File: src/rtl/param_stack.sv
// param_stack: parametrised LIFO stack with top/next taps, count, full/empty and sticky ovf/unf flags
// Ports: clk, reset (sync, active-high); load/push/pop command, d write data, clr_err clears flags;
//        qtop/qnext top two entries (0 when invalid), count, empty, full, ovf, unf.
// Optional: define STACK_SWAP_EN to make command 011 swap the top two entries.
module param_stack #(
  parameter int WIDTH = 16,
  parameter int DEPTH = 8,
  localparam int CW = $clog2(DEPTH + 1)
) (
  input  logic             clk,
  input  logic             reset,
  input  logic             load,
  input  logic             push,
  input  logic             pop,
  input  logic [WIDTH-1:0] d,
  input  logic             clr_err,
  output logic [WIDTH-1:0] qtop,
  output logic [WIDTH-1:0] qnext,
  output logic [CW-1:0]    count,
  output logic             empty,
  output logic             full,
  output logic             ovf,
  output logic             unf
);
  logic [WIDTH-1:0] mem_q [DEPTH];
  logic [WIDTH-1:0] mem_d [DEPTH];
  logic [CW-1:0] cnt_q, cnt_d;
  logic ovf_q, ovf_d, unf_q, unf_d;
  logic grow, shrink, wr_top, lt2;
  logic [WIDTH-1:0] top_val;
  logic [2:0] cmd;
`ifdef STACK_SWAP_EN
  logic swap;
`endif
  assign cmd   = {load, push, pop};
  assign empty = cnt_q == '0;
  assign full  = cnt_q == CW'(DEPTH);
  assign lt2   = cnt_q < CW'(2);
  assign count = cnt_q;
  assign qtop  = empty ? '0 : mem_q[0];
  assign qnext = lt2 ? '0 : mem_q[1];
  assign ovf   = ovf_q;
  assign unf   = unf_q;
  // DUP writes the current top back as the new top; every other write uses d
  assign top_val = (cmd == 3'b010) ? mem_q[0] : d;
  always_comb begin
    grow   = 1'b0;
    shrink = 1'b0;
    wr_top = 1'b0;
    ovf_d  = ovf_q & ~clr_err;
    unf_d  = unf_q & ~clr_err;
`ifdef STACK_SWAP_EN
    swap   = 1'b0;
`endif
    case (cmd)
      3'b110: if (full) ovf_d = 1'b1; else {grow, wr_top} = 2'b11;
      3'b100: {grow, wr_top} = {empty, 1'b1};
      3'b001: if (empty) unf_d = 1'b1; else shrink = 1'b1;
      3'b101, 3'b111: if (lt2) unf_d = 1'b1; else {shrink, wr_top} = 2'b11;
      3'b010: if (empty) unf_d = 1'b1; else if (full) ovf_d = 1'b1; else {grow, wr_top} = 2'b11;
`ifdef STACK_SWAP_EN
      3'b011: if (lt2) unf_d = 1'b1; else swap = 1'b1;
`endif
      default: ;
    endcase
    cnt_d = grow ? cnt_q + 1'b1 : shrink ? cnt_q - 1'b1 : cnt_q;
    mem_d[0] = wr_top ? top_val : shrink ? mem_q[1] : mem_q[0];
    for (int i = 1; i < DEPTH - 1; i++)
      mem_d[i] = grow ? mem_q[i-1] : shrink ? mem_q[i+1] : mem_q[i];
    mem_d[DEPTH-1] = grow ? mem_q[DEPTH-2] : shrink ? '0 : mem_q[DEPTH-1];
`ifdef STACK_SWAP_EN
    if (swap) begin
      mem_d[0] = mem_q[1];
      mem_d[1] = mem_q[0];
    end
`endif
  end
  always_ff @(posedge clk) begin
    if (reset) begin
      cnt_q <= '0;
      ovf_q <= 1'b0;
      unf_q <= 1'b0;
      for (int i = 0; i < DEPTH; i++) mem_q[i] <= '0;
    end else begin
      cnt_q <= cnt_d;
      ovf_q <= ovf_d;
      unf_q <= unf_d;
      mem_q <= mem_d;
    end
  end
endmodule

File: config.mk
export PLATFORM = sky130hd
export DESIGN_NAME = param_stack
export DESIGN_NICKNAME = d
export VERILOG_FILES = /design/src/rtl/param_stack.sv
export SDC_FILE = /design/constraint.sdc
export NUM_CORES = 1
export LEC_CHECK = 0
export ABC_AREA = 1
export CAP_MARGIN = 20
export CORE_UTILIZATION = 35
export DETAILED_ROUTE_END_ITERATION = 7
export GPL_ROUTABILITY_DRIVEN = 0
export PLACE_DENSITY_LB_ADDON = 0.12
export SYNTH_ARGS = -nofsm -noshare
export SYNTH_HDL_FRONTEND = slang
export SYNTH_SLANG_ARGS = --single-unit
File: constraint.sdc
create_clock -name clk -period 2.65 [get_ports clk]
set_input_delay 0.3975 -clock clk [delete_from_list [all_inputs] [get_ports clk]]
set_output_delay 0.3975 -clock clk [all_outputs]
set_load 0.01 [all_outputs]
==> Word level (Yosys, flattened, before mapping) <==
Cells that the tools add are included.
{ "totals": {"out_inout_bits": 40, "n_memories": 0, "mem_bits_rw": 0, "elab_cells": 65, "regBits": 134, "romBits": 0, "latch_bits": 0, "input_bits": 22} }
{ "op_classes": {"n_lt_le_gt_ge": 1, "add_sub_neg": 2, "mux": 34, "bitwise": 3, "n_div": 0, "reduce_logical": 6, "multipliers": 0, "n_shift": 0, "n_eq_ne": 8} }
{ "ops": {"columns": ["cell", "n"], "rows": [
  ["two-way mux 16 bit", 19],
  ["equality test 3 bit (second input constant)", 4],
  ["two-way mux 1 bit", 8],
  ["two-way mux 4 bit", 2],
  ["case mux 1 bit (2 select lines)", 3],
  ["adder 4 x 1 -> 4 bit (second input constant)", 1],
  ["equality test 4 bit (second input constant)", 1],
  ["logical NOT 4 bit", 1],
  ["less-than comparator 4 x 2 -> 1 bit (second input constant)", 1],
  ["case mux 1 bit (4 select lines)", 1],
  ["nonzero test 2 bit", 2],
  ["OR reduction 2 bit", 2],
  ["subtractor 4 x 1 -> 4 bit (second input constant)", 1],
  ["equality test 3 x 1 -> 1 bit (second input constant)", 1],
  ["equality test 3 x 2 -> 1 bit (second input constant)", 1],
  ["case mux 1 bit (3 select lines)", 1],
  ["AND 1 bit", 2],
  ["inequality test 2 bit (second input constant)", 1],
  ["AND reduction 2 bit", 1],
  ["NOT 1 bit", 1]
]} }

==> Longest topological paths before layout <==
Gate-level depths: netlist of run 1.
{ "depth": {"word_depth": 6, "depth_mapped": 16, "depth_no_buf": 15} }

==> Worst setup path after synthesis of run 1 <==
OpenSTA, ideal clock, no wires.
{ "synth_timing": {"path_type": "reg2reg", "start": "register cnt_q[3], in the netlist count[3]", "end": "register cnt_q[3], in the netlist count[3]", "synth_period_minus_slack_ns": 2.217, "arrival_ns": 2.102, "path_stages_with_launch": 17, "setup_ns": 0.115, "path_slack_ns": 0.433, "path_cell_list": "dfxtp_1 > inv_1 > nor2_1 > nand2_1 > nand2_1 > nand2_4 > nor2_8 > buf_1 > ha_1 > a21oi_1 > nor2_1 > nor2_1 > nand2_1 > nand2_1 > nand3_1 > nand2_1 > nor2_1"} }
{ "synth_between": {"elab_chain_cells": 5, "word_cells_on_any_way": 14, "cone_classes": "2 x add/sub; 1 x order compare; 1 x eq/ne; 8 x mux; 2 x reduce/logical"} }
{ "synth_rtl": {"columns": ["item", "line_no", "source"], "rows": [
  ["start, declared", "27", "logic [CW-1:0] cnt_q, cnt_d;"],
  ["start signal, assigned", "85", "cnt_q <= cnt_d;"],
  ["parallel branches: the longest is 5 deep, another holds less-than comparator 4 x 2 -> 1 bit", null, null]
]} }
Several ways; the timed one is not identified. The select of a mux whose other input is x is not followed.
A chain may end at the register's enable or synchronous reset.

==> Final worst setup path of run 1 <==
{ "layout_timing": {"start": "register cnt_q[2], in the netlist count[2]", "end": "output qtop[5]"} }
{ "layout_between": {"elab_chain_cells": 2} }
{ "layout_rtl": {"columns": ["item", "line_no", "source"], "rows": [
  ["logical NOT 4 bit", "36", "assign empty = cnt_q == '0;"],
  ["two-way mux 16 bit", "40", "assign qtop = empty ? '0 : mem_q[0];"],
  ["end, declared", "17", "output logic [WIDTH-1:0] qtop,"]
]} }
No other way between the ends.

==> results of run 1 <==
==> synthesized netlist by cell type (10+ instances only) <==
cell type,instances
a21oi_1,120
inv_1,42
nand3_1,18
dfxtp_1,134
a21boi_1,10
nor2_1,69
o21ai_0,19
clkbuf_1,26
buf_2,13
o21a_1,32
a21boi_0,54
nand2_1,292
==> power by group through the flow <==
stage          sequential [mW]  combinational, mW  clock, mW
2_1_floorplan             2.25               1.49          0
3_3_place_gp              2.26               2.26          0
3_5_place_dp              2.26               2.24          0
4_1_cts                   2.21               2.25       2.65
5_1_grt                   2.22               2.46       2.72
6_report                  2.21               2.21       2.59
==> cell families (layout without fill, tap and decap cells) <==
logic type / after synthesis / after routing / synth area share (%)
compound gates: 237 / 237 / 23.3
xor+xnor: 1 / 1 / 0.142
fa+ha+maj: 3 / 3 / 0.729
buf+inv: 104 / 158 / 7.74
flops: 134 / 134 / 43.4
simple gates: 388 / 388 / 24.6
==> routing by layer <==
layer / up-vias / track usage, % / wire [um]
met1: 2374 / 24.9 / 8220
met3: 10 / 4.32 / 553
met2: 93 / 24.3 / 5950
li1: 2877 / - / -
met4: 0 / 5.12 / 154
met5: - / 0 / 0
==> layout make-up <==
cell class / instances / area, sq um / area share (%)
Multi-Input combinational cell: 629 / 3020 / 39.6
Sequential cell: 134 / 2680 / 35.2
Timing Repair Buffer: 78 / 811 / 10.6
Clock buffer: 22 / 474 / 6.22
Tap cell: 225 / 282 / 3.69
Inverter: 49 / 185 / 2.43
Clock inverter: 9 / 173 / 2.26
==> state kept, by name, summed over array words and instances (netlist names) <==
signal,count
count,4
mem_q,128
ovf,1
unf,1
==> worst min path at each step <==
stage                                         to  slack [ps]                   start
after floorplan            mem_q[0]$_SDFFE_PP0P_         440   mem_q[0]$_SDFFE_PP0P_
after global placement     mem_q[9]$_SDFFE_PP0P_         450   mem_q[9]$_SDFFE_PP0P_
after detailed placement  mem_q[15]$_SDFFE_PP0P_         450  mem_q[15]$_SDFFE_PP0P_
after CTS                 mem_q[15]$_SDFFE_PP0P_         460  mem_q[15]$_SDFFE_PP0P_
after global routing      mem_q[15]$_SDFFE_PP0P_         480  mem_q[15]$_SDFFE_PP0P_
final                     mem_q[15]$_SDFFE_PP0P_         460  mem_q[15]$_SDFFE_PP0P_
==> through the flow <==
stage	hold WS [ps]	util, %	std cells
after floorplan	439	-	867
after global placement	449	40.4	1114
after detailed placement	452	40.4	1114
after CTS	459	44.2	1145
after global routing	477	44.2	1146
final	458	44.2	1146
==> critical path: cells and delay by family (launching register included) <==
family	cells	cell delay [ps]
flops	1	450
buf+inv	3	830
simple gates	3	360
==> run_results.csv, run 1 <==
group,metric,value,unit
die,fp-row-count,48,
clock_tree,clkLatencyLatePin,410,ps
drt,drt_first_pass_iters,5,
worst_hold_path,min_path_cells,2,
run_status,outcome,"finished, final reports clean",
sta,fin_crit,2450,ps
setup_path,r2r-end,"count[3]$_SDFFE_PP0P_",
yosys,yosys_warnings,0,
die,ios,62,
power_and_ir_drop,power,7.01,mW
clock_tree,cts_buffers,17,
worst_hold_path,hold_class,"reg2reg",
sta,skew,7.08,ps
die,start_util,35.8,%
sta,rsz0062_at_grt,"false",
cells_and_area,filler_cell_count,1759,
global_route,grt_pass1_vias,4953,
setup_path,crit_required,2250,ps
yosys,synth_edf_count,0,
yosys,synth-seq-cells,134,
drt,routed_wl,14900,um
cells_and_area,final_cell_mix,"292 x nand2_1, 134 x dfxtp_1, 120 x a21oi_1",
sta,finalSetupTns,0,ps
clock_tree,cts.htree.levels,4,
yosys,syn_area_per_cell,7.12,sq um
sta,setup_viol,0,
clock_tree,cts_sinks,134,
run,drv_cap,0,
setup_path,worstSetupStartpointType,"flop",
sta,maxSlewHeadroom,50.4,%
yosys,synth_area_leaders,"dfxtp_1 43%, nand2_1 18%, a21oi_1 9.7%",
power_and_ir_drop,p_leak,2.73,nW
cells_and_area,synthToLayoutAreaGrowth,23.5,%
setup_path,crit_slowest_cell,"clkdlybuf4s50_1",
global_route,grt_max_degree,118,
power_and_ir_drop,switching_share,33.8,%
yosys,ys_seq_area_share,43.4,%
drt,ant_nets,0,
cells_and_area,layout-drive-gt1-share,6.62,%
yosys,synth_cells,867,
placed_design,place_ws,18.4,ps
cells_and_area,design_area,7630,sq um
clock_tree,root_buffer,"clkbuf_16",
sta,min_period_over_period,92.5,%
yosys,synth_top_area_share,43.4,%
sta,setup_ws,200,ps
global_route,antenna_found_initial,0,
global_route,grt_pass1_wl,24900,um
cells_and_area,mostFrequentLayoutCell,"nand2_1",
clock_tree,cts_tree,"built",
power_and_ir_drop,comb_power_share,31.6,%
global_route,grt_usage,17.0,%
drt,viasPerCell,4.67,
clock_tree,cts_resized,0,
yosys,yosysTopAreaCell,"dfxtp_1",
cells_and_area,finalNetCount,934,
sta,hold_viol,0,
setup_path,path_common_cell,"nor2_1",
setup_path,reg2reg_from,"count[3]$_SDFFE_PP0P_",
sta,finalMaxSlewViolations,0,
power_and_ir_drop,p_switching,2.37,mW
clock_tree,cts-hold-fix-buffers,0,
drt,routed-via-count,5354,
yosys,synthDistinctLibCells,27,
power_and_ir_drop,ir_drop,0.000461,V
yosys,syn-num-nets,892,
power_and_ir_drop,power_density,919,nW/um^2
setup_path,endpoint,"qtop[5]",
sta,fmax,408,MHz
yosys,synth_area,6170,sq um
die,core_area,17200,sq um
drt,first_iter_violations,377,
setup_path,r2r_cells,15,
setup_path,cp_cell_sequence,"nor2_1 -> nand2_1 -> clkinv_1 -> buf_4 -> nor2_1 -> clkdlybuf4s50_1",
clock_tree,clk_pin_slew,60,ps
power_and_ir_drop,p_int,4.64,mW
placed_design,dpl.hpwl,9270,um
setup_path,slowest_delay,550,ps
sta,tightest_slew,743,ps
yosys,synthFlopType,"dfxtp_1",
placed_design,io_buffers,61,
drt,drc,0,
clock_tree,clock_path_buffers,2,
setup_path,crit_type,"reg2out",
clock_tree,cts_setup_buffers,0,
placed_design,place_area,6970,sq um
yosys,async_reset_ff_share,0,%
cells_and_area,diodes,0,
die,die_y,135,um
setup_path,cp-startpoint,"count[2]$_SDFFE_PP0P_",
power_and_ir_drop,clkPwrFrac,36.9,%
global_route,grt_overflow_total,0,
setup_path,crit_path_end_kind,"output port",
drt,wl_per_cell,13.0,um
setup_path,arrival,2050,ps
setup_path,regToRegSetupSlack,570,ps
die,die-area,18200,sq um
die,dieWidth,135,um
power_and_ir_drop,p_seq_share,31.5,%
setup_path,path_max_fanout,18,
Note: power is estimated with default switching activity, not from simulation.
==> run 2, diff against run 1 <==
- SLEW_MARGIN: unset -> 20
==> run_results.csv, run 2 (synthesis gave the netlist of run 1 again) <==
group,metric,value,unit
placed_design,dpl.hpwl,9270,um
clock_tree,clkLatencyLatePin,410,ps
global_route,grt_pass1_wl,24900,um
setup_path,crit_path_end_kind,"output port",
drt,drt_first_pass_iters,5,
drt,routed-via-count,5342,
global_route,grt_pass1_vias,4953,
power_and_ir_drop,ir_drop,0.000463,V
clock_tree,cts_resized,0,
drt,viasPerCell,4.67,
worst_hold_path,holdPathEnd,"mem_q[15]$_SDFFE_PP0P_",
setup_path,crit_type,"reg2out",
global_route,grt_max_degree,118,
placed_design,place_inst,1114,
setup_path,path_max_fanout,18,
die,fp-row-count,48,
sta,finalMaxSlewViolations,0,
clock_tree,cts.htree.levels,4,
drt,met3WireLength,566,um
drt,routed.top_layer,"met4",
run_status,outcome,"finished, final reports clean",
drt,drt-met1-wl,8250,um
clock_tree,root_buffer,"clkbuf_16",
cells_and_area,filler_cell_count,1761,
drt,first_iter_violations,373,
die,die_y,135,um
clock_tree,cts_sinks,134,
die,start_util,35.8,%
clock_tree,clk_pin_slew,60,ps
sta,maxSlewHeadroom,52.3,%
cells_and_area,largest_register_ffs,128,
cells_and_area,design_area,7620,sq um
placed_design,place_area,6970,sq um
drt,wl_met2,5940,um
setup_path,regToRegSetupSlack,570,ps
power_and_ir_drop,power_density,920,nW/um^2
sta,tightest_slew,715,ps
clock_tree,cts_tree,"built",
setup_path,r2r_cells,15,
setup_path,worstSetupStartpointType,"flop",
sta,skew,8.80,ps
drt,routed_wl,14900,um
cells_and_area,layout-drive-gt1-share,6.63,%
die,die-area,18200,sq um
die,dieWidth,135,um
drt,ant_nets,0,
cells_and_area,mostFrequentLayoutCell,"nand2_1",
cells_and_area,final_cell_mix,"292 x nand2_1, 134 x dfxtp_1, 120 x a21oi_1",
cells_and_area,diodes,0,
clock_tree,clock_path_buffers,2,
worst_hold_path,min_path_cells,2,
clock_tree,cts_buffers,17,
die,core_area,17200,sq um
drt,drc,0,
cells_and_area,synthToLayoutAreaGrowth,23.4,%
clock_tree,cts-hold-fix-buffers,0,
sta,hold_viol,0,
global_route,grt_overflow_total,0,
clock_tree,cts_setup_buffers,0,
drt,wl_per_cell,13.0,um
cells_and_area,stdcell_count,1145,
global_route,antenna_found_initial,0,
setup_path,r2r-end,"count[3]$_SDFFE_PP0P_",
sta,rsz0062_at_grt,"false",
sta,min_period_over_period,92.6,%
worst_hold_path,hold_class,"reg2reg",
power_and_ir_drop,p_leak,2.73,nW
setup_path,crit_required,2250,ps
setup_path,reg2reg_from,"count[3]$_SDFFE_PP0P_",
worst_hold_path,worstHoldStart,"mem_q[15]$_SDFFE_PP0P_",
setup_path,arrival,2060,ps
run,drv_cap,0,
placed_design,io_buffers,61,
power_and_ir_drop,power,7.01,mW
sta,fin_crit,2450,ps
cells_and_area,largest-register,"mem_q",
sta,fmax,408,MHz
sta,setup_viol,0,
die,ios,62,
cells_and_area,finalNetCount,933,
sta,finalSetupTns,0,ps
global_route,grt_usage,17.0,%
-- run 2: cell types whose count changed in the layout (fill, tap and decap cells not counted) --
cell / before / now
buf_4: 12 / 11
nor2_1: 69 / 68
nor2_2: 2 / 3
-- run 2: how the worst max path moves through the flow --
stage	from	slack, ps	to
2_1_floorplan	count[3]$_SDFFE_PP0P_	430	count[3]$_SDFFE_PP0P_
3_3_place_gp	pop	50	mem_q[126]$_SDFFE_PP0P_
3_5_place_dp	pop	20	mem_q[112]$_SDFFE_PP0P_
4_1_cts	count[2]$_SDFFE_PP0P_	150	qtop[5]
5_1_grt	count[2]$_SDFFE_PP0P_	60	qtop[2]
6_report	count[2]$_SDFFE_PP0P_	200	qtop[5]
-- run 2: metal layers --
| layer | track usage (%) | up-vias |
|---|---|---|
| met1 | 24.9 | 2372 |
| met2 | 24.3 | 89 |
| met3 | 4.32 | 9 |
| li1 | - | 2872 |
| met5 | 0 | - |
| met4 | 5.12 | 0 |
-- run 2: layout make-up --
type                       instances  area, sq um  area share, %
tap                              225          282           3.69
timing repair buffer              77          803           10.5
multi-input combinational        629         3020           39.6
inverter                          49          185           2.43
sequential                       134         2680           35.2
clock buffer                      22          474           6.22
clock inverter                     9          173           2.27
-- run 2: per-stage QoR --
step,setup WS (ps),hold slack [ps],utilization (%)
6_report,197,458,44.2
5_1_grt,59.8,477,44.2
4_1_cts,154,459,44.2
2_1_floorplan,433,439,-
3_5_place_dp,18.4,452,40.4
3_3_place_gp,54.0,449,40.4
-- run 2: critical path, stage by stage, from the launching register on --
cell,delay [ps]
dfxtp_1,450
nor2_1,80
nand2_1,160
clkinv_1,80
buf_4,200
nor2_1,120
clkdlybuf4s50_1,550
-- run 2: where the power goes --
group	internal, mW	total [mW]	leakage [nW]	switching (mW)
registers	2.13	2.21	1.08	0.0802
clock network	1.73	2.59	0.316	0.854
logic	0.772	2.21	1.33	1.44
total	4.64	7.01	2.73	2.37
==> run 3, diff against run 2 <==
- ABC_AREA: 1 -> unset
- SLEW_MARGIN: 20 -> unset
==> run_results.csv, run 3 <==
group,metric,value,unit
yosys,synth_cells,749,
drt,drt_first_pass_iters,4,
power_and_ir_drop,power_density,1120,nW/um^2
global_route,grt_pass1_wl,26100,um
clock_tree,root_buffer,"clkbuf_16",
clock_tree,cts-hold-fix-buffers,0,
die,dieWidth,134,um
yosys,yosys_warnings,0,
cells_and_area,finalNetCount,803,
die,start_util,36.1,%
die,die-area,17800,sq um
setup_path,crit_path_end_kind,"output port",
die,core_area,16800,sq um
run_status,outcome,"finished, final reports clean",
cells_and_area,largest-register,"mem_q",
setup_path,path_max_fanout,18,
power_and_ir_drop,p_leak,2.67,nW
clock_tree,cts_buffers,17,
drt,first_iter_violations,230,
drt,viasPerCell,5.29,
worst_hold_path,hold_class,"reg2reg",
sta,fin_crit,2510,ps
cells_and_area,diodes,0,
run,drv_cap,0,
yosys,async_reset_ff_share,0,%
drt,drc,0,
clock_tree,cts_sinks,134,
global_route,grt_overflow_total,0,
cells_and_area,largest_register_ffs,128,
cells_and_area,seq_area,2680,sq um
cells_and_area,mostFrequentLayoutCell,"nand2_1",
power_and_ir_drop,ir_drop,0.000586,V
yosys,synthDistinctLibCells,39,
yosys,ys_seq_area_share,44.3,%
setup_path,r2r_cells,10,
yosys,synth_area,6060,sq um
cells_and_area,stdcell_count,1011,
clock_tree,clock_path_buffers,2,
sta,maxSlewHeadroom,27.8,%
die,ios,62,
drt,routed-via-count,5351,
sta,hold_viol,0,
setup_path,crit_required,2250,ps
yosys,yosysMostFrequentCell,"nand2_1",
cells_and_area,final_cell_mix,"179 x nand2_1, 133 x dfxtp_1, 101 x nor2_1",
cells_and_area,design_area,7440,sq um
setup_path,arrival,2120,ps
setup_path,cp_cell_sequence,"nor4_2 -> buf_6 -> and2b_1 -> clkdlybuf4s50_1",
clock_tree,cts_tree,"built",
yosys,yosysTopAreaCell,"dfxtp_1",
clock_tree,cts_setup_buffers,0,
sta,finalMaxSlewViolations,0,
global_route,grt_usage,17.9,%
cells_and_area,filler_cell_count,1664,
cells_and_area,synthToLayoutAreaGrowth,22.8,%
die,fp-row-count,47,
sta,skew,5.19,ps
setup_path,worstSetupStartpointType,"flop",
cells_and_area,multi_input_area,3010,sq um
placed_design,io_buffers,61,
sta,min_period_over_period,94.8,%
sta,tightest_slew,1080,ps
global_route,grt_max_degree,164,
clock_tree,clkLatencyLatePin,420,ps
sta,rsz0062_at_grt,"false",
yosys,synth_top_area_share,44.3,%
clock_tree,clk_pin_slew,60,ps
yosys,synth-seq-cells,134,
sta,setup_viol,0,
yosys,syn-num-nets,774,
yosys,synth_common_cells,"179 x nand2_1, 134 x dfxtp_1, 101 x nor2_1, 66 x a311oi_1, 49 x a21oi_1",
placed_design,dpl.hpwl,8990,um
setup_path,slowest_delay,470,ps
die,die_y,134,um
global_route,grt_pass1_vias,5368,
clock_tree,cts_resized,0,
global_route,antenna_found_initial,0,
yosys,synthFlopType,"dfxtp_1",
yosys,synth_area_leaders,"dfxtp_1 44%, nand2_1 11%, a311oi_1 9.5%",
setup_path,crit_type,"reg2out",
drt,wl_per_cell,15.0,um
placed_design,place_inst,978,
yosys,syn_area_per_cell,8.09,sq um
cells_and_area,layout-drive-gt1-share,7.71,%
sta,fmax,398,MHz
drt,ant_nets,0,
yosys,synth_edf_count,0,
drt,routed_wl,15200,um
worst_hold_path,min_path_cells,2,
setup_path,crit_slowest_cell,"clkdlybuf4s50_1",
clock_tree,cts.htree.levels,4,
placed_design,place_area,6790,sq um
==> run 3: final timing paths <==
check / slack (ps) / end / start
max: 140 / qtop[15] / count[3]$_SDFFE_PP0P_
min: 460 / mem_q[15]$_SDFFE_PP0P_ / mem_q[15]$_SDFFE_PP0P_
max reg2reg: 260 / count[3]$_SDFFE_PP0P_ / count[3]$_SDFFE_PP0P_
min reg2reg: 460 / mem_q[15]$_SDFFE_PP0P_ / mem_q[15]$_SDFFE_PP0P_
==> run 3: cell families after synthesis <==
kind of cell    after synthesis  share of synthesized area, %
mux                          17                          2.89
fa+ha+maj                     3                         0.743
buf+inv                      76                          6.46
compound gates              175                          21.5
simple gates                342                          23.8
xor+xnor                      2                         0.289
flops                       134                          44.3
==> run 3: critical path: cells and delay by family, from the launching register on <==
family / cells / cell delay (ps)
AND/OR/NAND/NOR: 2 / 560
buffers and inverters: 2 / 710
flip-flops: 1 / 430
==> run 3: final cells by class <==
cell class / instances / share of cell area [%]
Multi-Input combinational cell: 539 / 40.5
Sequential cell: 134 / 36.1
Timing Repair Buffer: 80 / 10.9
Clock buffer: 24 / 6.61
Tap cell: 220 / 3.70
Clock inverter: 8 / 1.93
Inverter: 6 / 0.336
==> run 3: through the flow <==
stage	TNS (ps)	utilization, %	setup WS, ps	total power [mW]	hold WS [ps]
2_1_floorplan	0	-	23.1	4.90	445
3_3_place_gp	-19.6	40.5	-19.6	5.74	453
3_5_place_dp	-246	40.5	-61.5	5.82	459
4_1_cts	0	44.3	68.4	8.38	455
5_1_grt	0	44.4	16.3	8.85	482
6_report	0	44.4	137	8.32	465
==> run 3: report_power, final <==
group | switching [mW] | internal [mW] | total (mW)
sequential | 0.467 | 2.57 | 3.03
clock | 0.865 | 1.67 | 2.54
combinational | 1.56 | 1.18 | 2.75
==> run 3: layer usage <==
layer  vias up  share of wire [%]  global-route usage, %
li1       2673                  -                      -
met1      2575                 46                   21.7
met2        82                 49                   30.6
met3        21                2.9                   3.73
met4         0                1.8                   7.70
met5         -                  0                      0
